## src/rtl/load_store_unit.sv

```systemverilog
// rtl/load_store_unit.sv - RV32I load/store memory stage with req/ack data-memory handshake
module load_store_unit #(
    parameter int TIMEOUT_CYCLES = 16
) (
    input  logic        clk,
    input  logic        rst_n,
    input  logic        req_valid,
    output logic        req_ready,
    input  logic        is_store,
    input  logic [2:0]  funct3,
    input  logic [31:0] addr,
    input  logic [31:0] store_data,
    output logic        mem_req,
    output logic        mem_we,
    output logic [31:0] mem_addr,
    output logic [31:0] mem_wdata,
    output logic [3:0]  mem_wstrb,
    input  logic [31:0] mem_rdata,
    input  logic        mem_ack,
    output logic        resp_valid,
    output logic [31:0] load_data,
    output logic        err,
    output logic [1:0]  err_code
);

    typedef enum logic [1:0] {IDLE, ACCESS, RESP} state_t;

    localparam logic [7:0] TMO_LAST = 8'(TIMEOUT_CYCLES - 1);

    state_t      state;
    logic [7:0]  tcount;
    logic [2:0]  f3_q;
    logic [1:0]  off_q;
    logic        st_q;

    logic        illegal;
    logic        misaligned;
    logic [31:0] lane_wdata;
    logic [3:0]  lane_wstrb;
    logic [7:0]  byte_v;
    logic [15:0] half_v;
    logic [31:0] ext_data;

    assign req_ready = (state == IDLE);

    // Classify the incoming request and build store lanes from the live inputs.
    always_comb begin
        illegal    = 1'b0;
        misaligned = 1'b0;
        lane_wdata = '0;
        lane_wstrb = '0;
        if (is_store) begin
            illegal = (funct3 != 3'b000) && (funct3 != 3'b001) && (funct3 != 3'b010);
        end else begin
            illegal = (funct3 == 3'b011) || (funct3 == 3'b110) || (funct3 == 3'b111);
        end
        case (funct3[1:0])
            2'b01:   misaligned = addr[0];
            2'b10:   misaligned = (addr[1:0] != 2'b00);
            default: misaligned = 1'b0;
        endcase
        if (is_store) begin
            case (funct3[1:0])
                2'b00: begin
                    lane_wdata = {4{store_data[7:0]}};
                    lane_wstrb = 4'b0001 << addr[1:0];
                end
                2'b01: begin
                    lane_wdata = {2{store_data[15:0]}};
                    lane_wstrb = 4'b0011 << addr[1:0];
                end
                default: begin
                    lane_wdata = store_data;
                    lane_wstrb = 4'b1111;
                end
            endcase
        end
    end

    // Pick the addressed byte/half out of the read word and extend it.
    always_comb begin
        byte_v   = mem_rdata[{off_q, 3'b000} +: 8];
        half_v   = mem_rdata[{off_q[1], 4'b0000} +: 16];
        ext_data = '0;
        case (f3_q)
            3'b000:  ext_data = {{24{byte_v[7]}}, byte_v};
            3'b001:  ext_data = {{16{half_v[15]}}, half_v};
            3'b010:  ext_data = mem_rdata;
            3'b100:  ext_data = {24'h0, byte_v};
            3'b101:  ext_data = {16'h0, half_v};
            default: ext_data = '0;
        endcase
    end

    // Control FSM: accept, drive the memory request, then emit one response pulse.
    always_ff @(posedge clk) begin
        if (!rst_n) begin
            state      <= IDLE;
            tcount     <= '0;
            f3_q       <= '0;
            off_q      <= '0;
            st_q       <= 1'b0;
            mem_req    <= 1'b0;
            mem_we     <= 1'b0;
            mem_addr   <= '0;
            mem_wdata  <= '0;
            mem_wstrb  <= '0;
            resp_valid <= 1'b0;
            load_data  <= '0;
            err        <= 1'b0;
            err_code   <= 2'b00;
        end else begin
            resp_valid <= 1'b0;
            case (state)
                IDLE: begin
                    if (req_valid) begin
                        f3_q   <= funct3;
                        off_q  <= addr[1:0];
                        st_q   <= is_store;
                        tcount <= '0;
                        if (illegal) begin
                            state      <= RESP;
                            resp_valid <= 1'b1;
                            err        <= 1'b1;
                            err_code   <= 2'b10;
                            load_data  <= '0;
                        end else if (misaligned) begin
                            state      <= RESP;
                            resp_valid <= 1'b1;
                            err        <= 1'b1;
                            err_code   <= 2'b01;
                            load_data  <= '0;
                        end else begin
                            state     <= ACCESS;
                            mem_req   <= 1'b1;
                            mem_we    <= is_store;
                            mem_addr  <= {addr[31:2], 2'b00};
                            mem_wdata <= lane_wdata;
                            mem_wstrb <= lane_wstrb;
                        end
                    end
                end
                ACCESS: begin
                    if (mem_ack) begin
                        state      <= RESP;
                        resp_valid <= 1'b1;
                        err        <= 1'b0;
                        err_code   <= 2'b00;
                        load_data  <= st_q ? 32'h0 : ext_data;
                        mem_req    <= 1'b0;
                        mem_we     <= 1'b0;
                        mem_wstrb  <= '0;
                    end else if (tcount == TMO_LAST) begin
                        state      <= RESP;
                        resp_valid <= 1'b1;
                        err        <= 1'b1;
                        err_code   <= 2'b11;
                        load_data  <= '0;
                        mem_req    <= 1'b0;
                        mem_we     <= 1'b0;
                        mem_wstrb  <= '0;
                    end else begin
                        tcount <= tcount + 8'd1;
                    end
                end
                RESP: begin
                    state <= IDLE;
                end
                default: begin
                    state <= IDLE;
                end
            endcase
        end
    end

endmodule
```

## config.mk

```make
export PLATFORM = sky130hd
export DESIGN_NAME = load_store_unit
export DESIGN_NICKNAME = d
export VERILOG_FILES = /design/src/rtl/load_store_unit.sv
export SDC_FILE = /design/constraint.sdc
export NUM_CORES = 1
export LEC_CHECK = 0
export CAP_MARGIN = 20
export CORE_MARGIN = 1
export CORE_UTILIZATION = 40
export CTS_CLUSTER_SIZE = 40
export DETAILED_ROUTE_END_ITERATION = 16
export PLACE_DENSITY = 0.85
export SLEW_MARGIN = 20
export SYNTH_ARGS = -nofsm -noshare
export SYNTH_HDL_FRONTEND = slang
export SYNTH_SLANG_ARGS = --single-unit
export TNS_END_PERCENT = 1
```

## constraint.sdc

```tcl
create_clock -name clk -period 2.4 [get_ports clk]
set_input_delay 0.36 -clock clk [delete_from_list [all_inputs] [get_ports clk]]
set_output_delay 0.36 -clock clk [all_outputs]
set_load 0.02 [all_outputs]
```

==> flow_metrics.tcl, run 1 <==
set metrics [dict create \
    synthArstFlopShare_pct 0 \
    rows 41 \
    die_height_um 117 \
    clock_latency_ns 0.42 \
    cts_setup_buffers 0 \
    htree_levels 4 \
    critPathArrivalTime_ns 2.44 \
    cp_slowest_cell "clkdlybuf4s50_1" \
    post_drt_wl_per_cell_um 15.6 \
    power.leakage_nw 3.00 \
    crit_type "in -> reg" \
    yosysUniqueCellTypes 52 \
    antenna_left 0 \
    end_kind "flip-flop" \
    root_buffer "clkbuf_16" \
    io_pins 211 \
    min_period_ns 2.10 \
    grt_overflow 0 \
    via_per_inst 5.27 \
    timing.slew.headroom_pct 62.7 \
    cts_hold_buf 0 \
    gp_congestion 0.863 \
    startpoint_type "primary input" \
    p_per_area_nw_per_um2 656 \
    grtUsageTotal_pct 23.8 \
    cap_violations 0 \
    cts_sinks 120 \
    cts_buffers 17 \
    synth_seq_area_share_pct 45.3 \
    cts_tree "built" \
    drc 0 \
    num_vias 5359 \
    slowest_delay_ns 0.47 \
    synth_edf_count 0 \
    r2r-start "tcount[4]" \
    grt_max_degree 80 \
    worstPathMaxFanout 7 \
    fmax_ghz 0.476 \
    fin_util_pct 64.6 \
    grt_pass1_vias 5156 \
    die_x_um 117 \
    drt-initial-drc-count 437 \
    status "completed" \
    synth_seq_cells 120 \
    die_area_um2 13700 \
    post-route-period-util_pct 87.6 \
    core_area_um2 12800 \
    syn_avg_cell_area_um2 8.62 \
    n_fill_cell 1047 \
    crit_buf_inv 4 \
    fin_skew_ns 0.00524 \
    syn_area_um2 5300 \
    drive_gt1_share_pct 11.0 \
    layout_common_cells "clkdlybuf4s50_1, nand2_1, dfxtp_1, a21boi_0" \
    hold_ws_ns 0.260 \
    hpwlAfterDp_mm 11.4 \
    clk_pin_slew_ns 0.05 \
    nets 942 \
    synth_flop_cell "dfxtp_1" \
    vdd_drop_max_mv 0.501 \
    clockBufferDepth 2 \
    portBuffers 208 \
    drt_wl_total_mm 15.8 \
    finalMaxSlewViolations 0 \
    synth_cells 615 \
    final_common_cell "clkdlybuf4s50_1" \
    hold_viol_final 0 \
    critPathLaunch "funct3[1]" \
    antenna_found_initial 0 \
    diodes 0 \
    setup_violations 0 \
    power_mw 5.41 \
    path_cells "clkdlybuf4s50_1 > inv_1 > ha_1 > o211a_1 > a31o_2 > nor3_2 > buf_4 > buf_4 > nand3_1 > a21boi_0" \
    areaGrowthSynthToFinish_pct 55.5 \
    drt_pre_antenna_iters 5 \
    cpMostUsedCell "buf_4" \
    rsz0062_at_grt "no" \
    cts_resized 0 \
    ys_warn_count 0 \
    critPathRequiredTime_ns 2.73 \
    cp_top_family "buffers and inverters" \
    tightest_slew_ns 0.559 \
    initial_core_util_pct 41.5 \
    grt_pass1_wl_mm 25.1 \
    hold_class "in -> reg" \
    worstHoldStart "rst_n" \
]
==> power by group <==
group	internal [mW]	switching (mW)	total, mW
clock network	1.41	0.873	2.28
logic	0.494	0.504	0.998
registers	2.08	0.0493	2.13
total	3.98	1.43	5.41
==> registers in the layout (all words and copies together), names as in the netlist <==
name,count
mem_req,1
mem_addr,30
err_code,2
mem_wstrb,4
tcount,8
st_q,1
f3_q,3
state,2
load_data,32
err,1
mem_we,1
resp_valid,1
off_q,2
mem_wdata,32
==> cells in the mapped netlist, drive strengths merged, types with 5 or more instances <==
library cell	count	area, um2
ha	6	75.1
a21boi	55	417
a22oi	9	81.3
a221oi	8	70.1
nor2	12	45.0
buf	13	80.1
mux2	13	146
inv	5	18.8
a222oi	7	70.1
a21oi	16	80.1
a22o	17	149
clkbuf	35	133
dfxtp	120	2400
nand2	140	526
nand3	43	215
o21ai	44	220
o2bb2ai	16	140
nor2b	5	31.3
nor3	5	25.0
==> final timing paths <==
path / to / slack, ns / cells past startpoint
worst max-delay path: mem_wdata[16] / 0.30 / 10
worst min-delay path: state[1] / 0.26 / 3
worst max register to register: load_data[21] / 0.33 / 6
worst min register to register: mem_wdata[1] / 0.46 / 2
==> through the flow <==
step	cells	worst slack [ns]	instance area, um2	TNS, ns
2_1_floorplan	616	0.140	5310	0
3_3_place_gp	985	-0.0536	7710	-0.300
3_5_place_dp	985	-0.125	7710	-2.80
4_1_cts	1016	0.298	8250	0
5_1_grt	1016	0.160	8250	0
6_report	1016	0.299	8250	0
==> kinds of logic (layout without fill, tap and decap cells) <==
family	after synthesis	count (layout)	share of synthesized area, %
multiplexers	16	16	3.56
other	1	2	0.0707
AND/OR/NAND/NOR	228	228	19.1
XOR/XNOR	2	2	0.330
adder cells (fa/ha/maj)	6	6	1.42
buffers and inverters	53	281	4.37
flip-flops	120	120	45.3
AO/OA/AOI/OAI	189	189	25.9
==> layout make-up <==
class	instances	area, um2	area share (%)
Tap cell	172	215	2.61
Clock inverter	8	47.5	0.577
Inverter	5	18.8	0.228
Timing Repair Buffer	245	2390	29.0
Sequential cell	120	2400	29.1
Multi-Input combinational cell	443	2680	32.5
Clock buffer	23	488	5.92
==> worst register-to-register path, cell delays in order (launching register included) <==
cell	delay [ns]
dfxtp_1	0.35
or4_4	0.56
or2_4	0.28
a22oi_4	0.24
a21boi_2	0.11
buf_12	0.18
a22o_1	0.24
==> routing by layer <==
metal / vias to the layer above / part of all wire [%] / global-route usage [%]
met5: - / 0 / 0
met2: 239 / 47 / 39.4
met4: 0 / 2.6 / 12.3
met3: 29 / 8.6 / 7.16
met1: 2457 / 41 / 27.8
li1: 2634 / - / -
No activity file was read; power rests on OpenSTA's default activity.
==> run 2, diff against run 1 <==
- CAP_MARGIN: 20 -> 25
- CORE_ASPECT_RATIO: not set -> 0.5
==> run 2 against run 1 <==
Net effect: design area grew 1.0%; routed wire length up 6.8%; critical path depth is the same; sequential share of layout area fell by 0.30 points; via count grew 2.0%; flip-flop and latch count stayed put; first-iteration DRC count down 4.1%; setup slack lost 0.099 ns; clock skew rose by 0.0030 ns; core utilization increased by 0.50 points; critical path type unchanged; critical endpoint is now mem_wdata[13].
==> flow_metrics.tcl, run 2 (synthesized netlist as in run 1, its figures left out) <==
set metrics [dict create \
    placed_cell_area_um2 7680 \
    finalInstanceArea_um2 8330 \
    route.met3.wl_um 971 \
    grtUsageTotal_pct 25.3 \
    startpoint_type "primary input" \
    reg2reg_slack_ns 0.27 \
    post-route-period-util_pct 91.7 \
    whs_path_depth 3 \
    wl_met1_mm 7.09 \
    areaGrowthSynthToFinish_pct 57.2 \
    cts_hold_buf 0 \
    diodes 0 \
    final_common_cell "clkdlybuf4s50_1" \
    reg_top3 "load_data (32), mem_wdata (32), mem_addr (30)" \
    io_pins 211 \
    via_per_inst 5.42 \
    die_x_um 165 \
    die_area_um2 13700 \
    hold_class "in -> reg" \
    p_per_area_nw_per_um2 710 \
    cts_setup_buffers 0 \
    cts_tree "built" \
    nets 937 \
    finalMaxSlewViolations 0 \
    grt_max_degree 49 \
    tns_ns 0 \
    drive_gt1_share_pct 10.6 \
    clk_pin_slew_ns 0.05 \
    end_kind "flip-flop" \
    drt_pre_antenna_iters 8 \
    grt_pass1_vias 5335 \
    tightest_slew_ns 0.602 \
    critPathArrivalTime_ns 2.48 \
    min_period_ns 2.20 \
    clockBufferDepth 2 \
    dr_wl_met2_mm 8.15 \
    fin_util_pct 65.0 \
    antenna_found_initial 0 \
    layout_common_cells "clkdlybuf4s50_1, nand2_1, dfxtp_1, a21boi_0" \
    vdd_drop_max_mv 0.394 \
    status "completed" \
    drc 0 \
    drt_wl_total_mm 16.9 \
    drt-initial-drc-count 419 \
    fmax_ghz 0.454 \
    initial_core_util_pct 41.4 \
    fin_ws_ns 0.199 \
    hold_viol_final 0 \
    rsz0062_at_grt "no" \
    rows 29 \
    cap_violations 0 \
    worstHoldStart "rst_n" \
    crit_type "in -> reg" \
    r2r-start "f3_q[0]" \
    core_area_um2 12800 \
    cts_resized 0 \
    grt_overflow 0 \
    root_buffer "clkbuf_16" \
    timing.slew.headroom_pct 59.8 \
    hold_ws_ns 0.260 \
    cts_buffers 17 \
    worstPathMaxFanout 42 \
    htree_levels 4 \
    antenna_left 0 \
    clock_latency_ns 0.41 \
    grt_pass1_wl_mm 27.2 \
    portBuffers 208 \
    worstRegToRegCells 6 \
    hpwlAfterDp_mm 11.8 \
    power.leakage_nw 3.04 \
    critPathRequiredTime_ns 2.68 \
    pre_cts_slack_ns -0.134 \
    regToRegEndpoint "load_data[4]" \
    cts_sinks 120 \
    post_drt_wl_per_cell_um 16.8 \
    holdPathEnd "state[1]" \
    fin_skew_ns 0.00823 \
    n_fill_cell 957 \
    gp_congestion 0.903 \
    highest_layer "met4" \
    setup_violations 0 \
    die_height_um 83.4 \
    num_vias 5468 \
]
==> run 2: cell types whose count changed in the layout (fill, tap and decap cells not counted) <==
cell / change
clkinv_2: -3
clkinvlp_4: -2
buf_4: -6
bufinv_16: +4
clkbuf_8: +2
buf_12: +1
clkbuf_1: -1
==> run 2: worst max path at each step <==
stage	slack, ns	startpoint	endpoint	depth (start not counted)
2_1_floorplan	0.14	funct3[1]	mem_wdata[10]	10
3_3_place_gp	-0.06	funct3[0]	mem_wdata[31]	10
3_5_place_dp	-0.13	funct3[0]	mem_wdata[13]	10
4_1_cts	0.24	funct3[0]	mem_wdata[13]	10
5_1_grt	0.1	funct3[0]	mem_wdata[13]	10
6_report	0.20	funct3[0]	mem_wdata[13]	10
==> run 2: cell type report <==
| class | instances | area [um2] | area share, % |
|---|---|---|---|
| timing repair buffer | 240 | 2370 | 28.4 |
| inverter | 5 | 18.8 | 0.225 |
| multi-input combinational | 443 | 2680 | 32.2 |
| clock buffer | 24 | 512 | 6.14 |
| tap | 170 | 213 | 2.55 |
| clock inverter | 7 | 138 | 1.65 |
| sequential | 120 | 2400 | 28.8 |
==> run 2: critical path, stage by stage <==
cell and delay, ns:
clkdlybuf4s50_1 0.51, inv_1 0.10, ha_1 0.25, o211a_1 0.25, a31oi_1 0.22, buf_4 0.16
nand3_2 0.17, buf_12 0.23, nand3_1 0.09, o21ai_0 0.10
==> run 2: per-stage QoR <==
stage	total power, mW	std cells
after floorplan	2.66	616
after global placement	3.13	977
after detailed placement	3.15	978
after CTS	5.94	1009
after global routing	6.13	1009
final	5.92	1009
==> run 2: layer usage <==
metal / vias up / track usage [%]
li1: 2618 / -
met1: 2598 / 30.8
met2: 200 / 41.4
met3: 52 / 5.24
met4: 0 / 14.5
met5: - / 0
==> run 2: report_power, final <==
part / internal, mW / total (mW) / switching [mW]
Sequential: 2.08 / 2.13 / 0.0537
Clock: 1.90 / 2.79 / 0.897
Combinational: 0.487 / 0.995 / 0.508
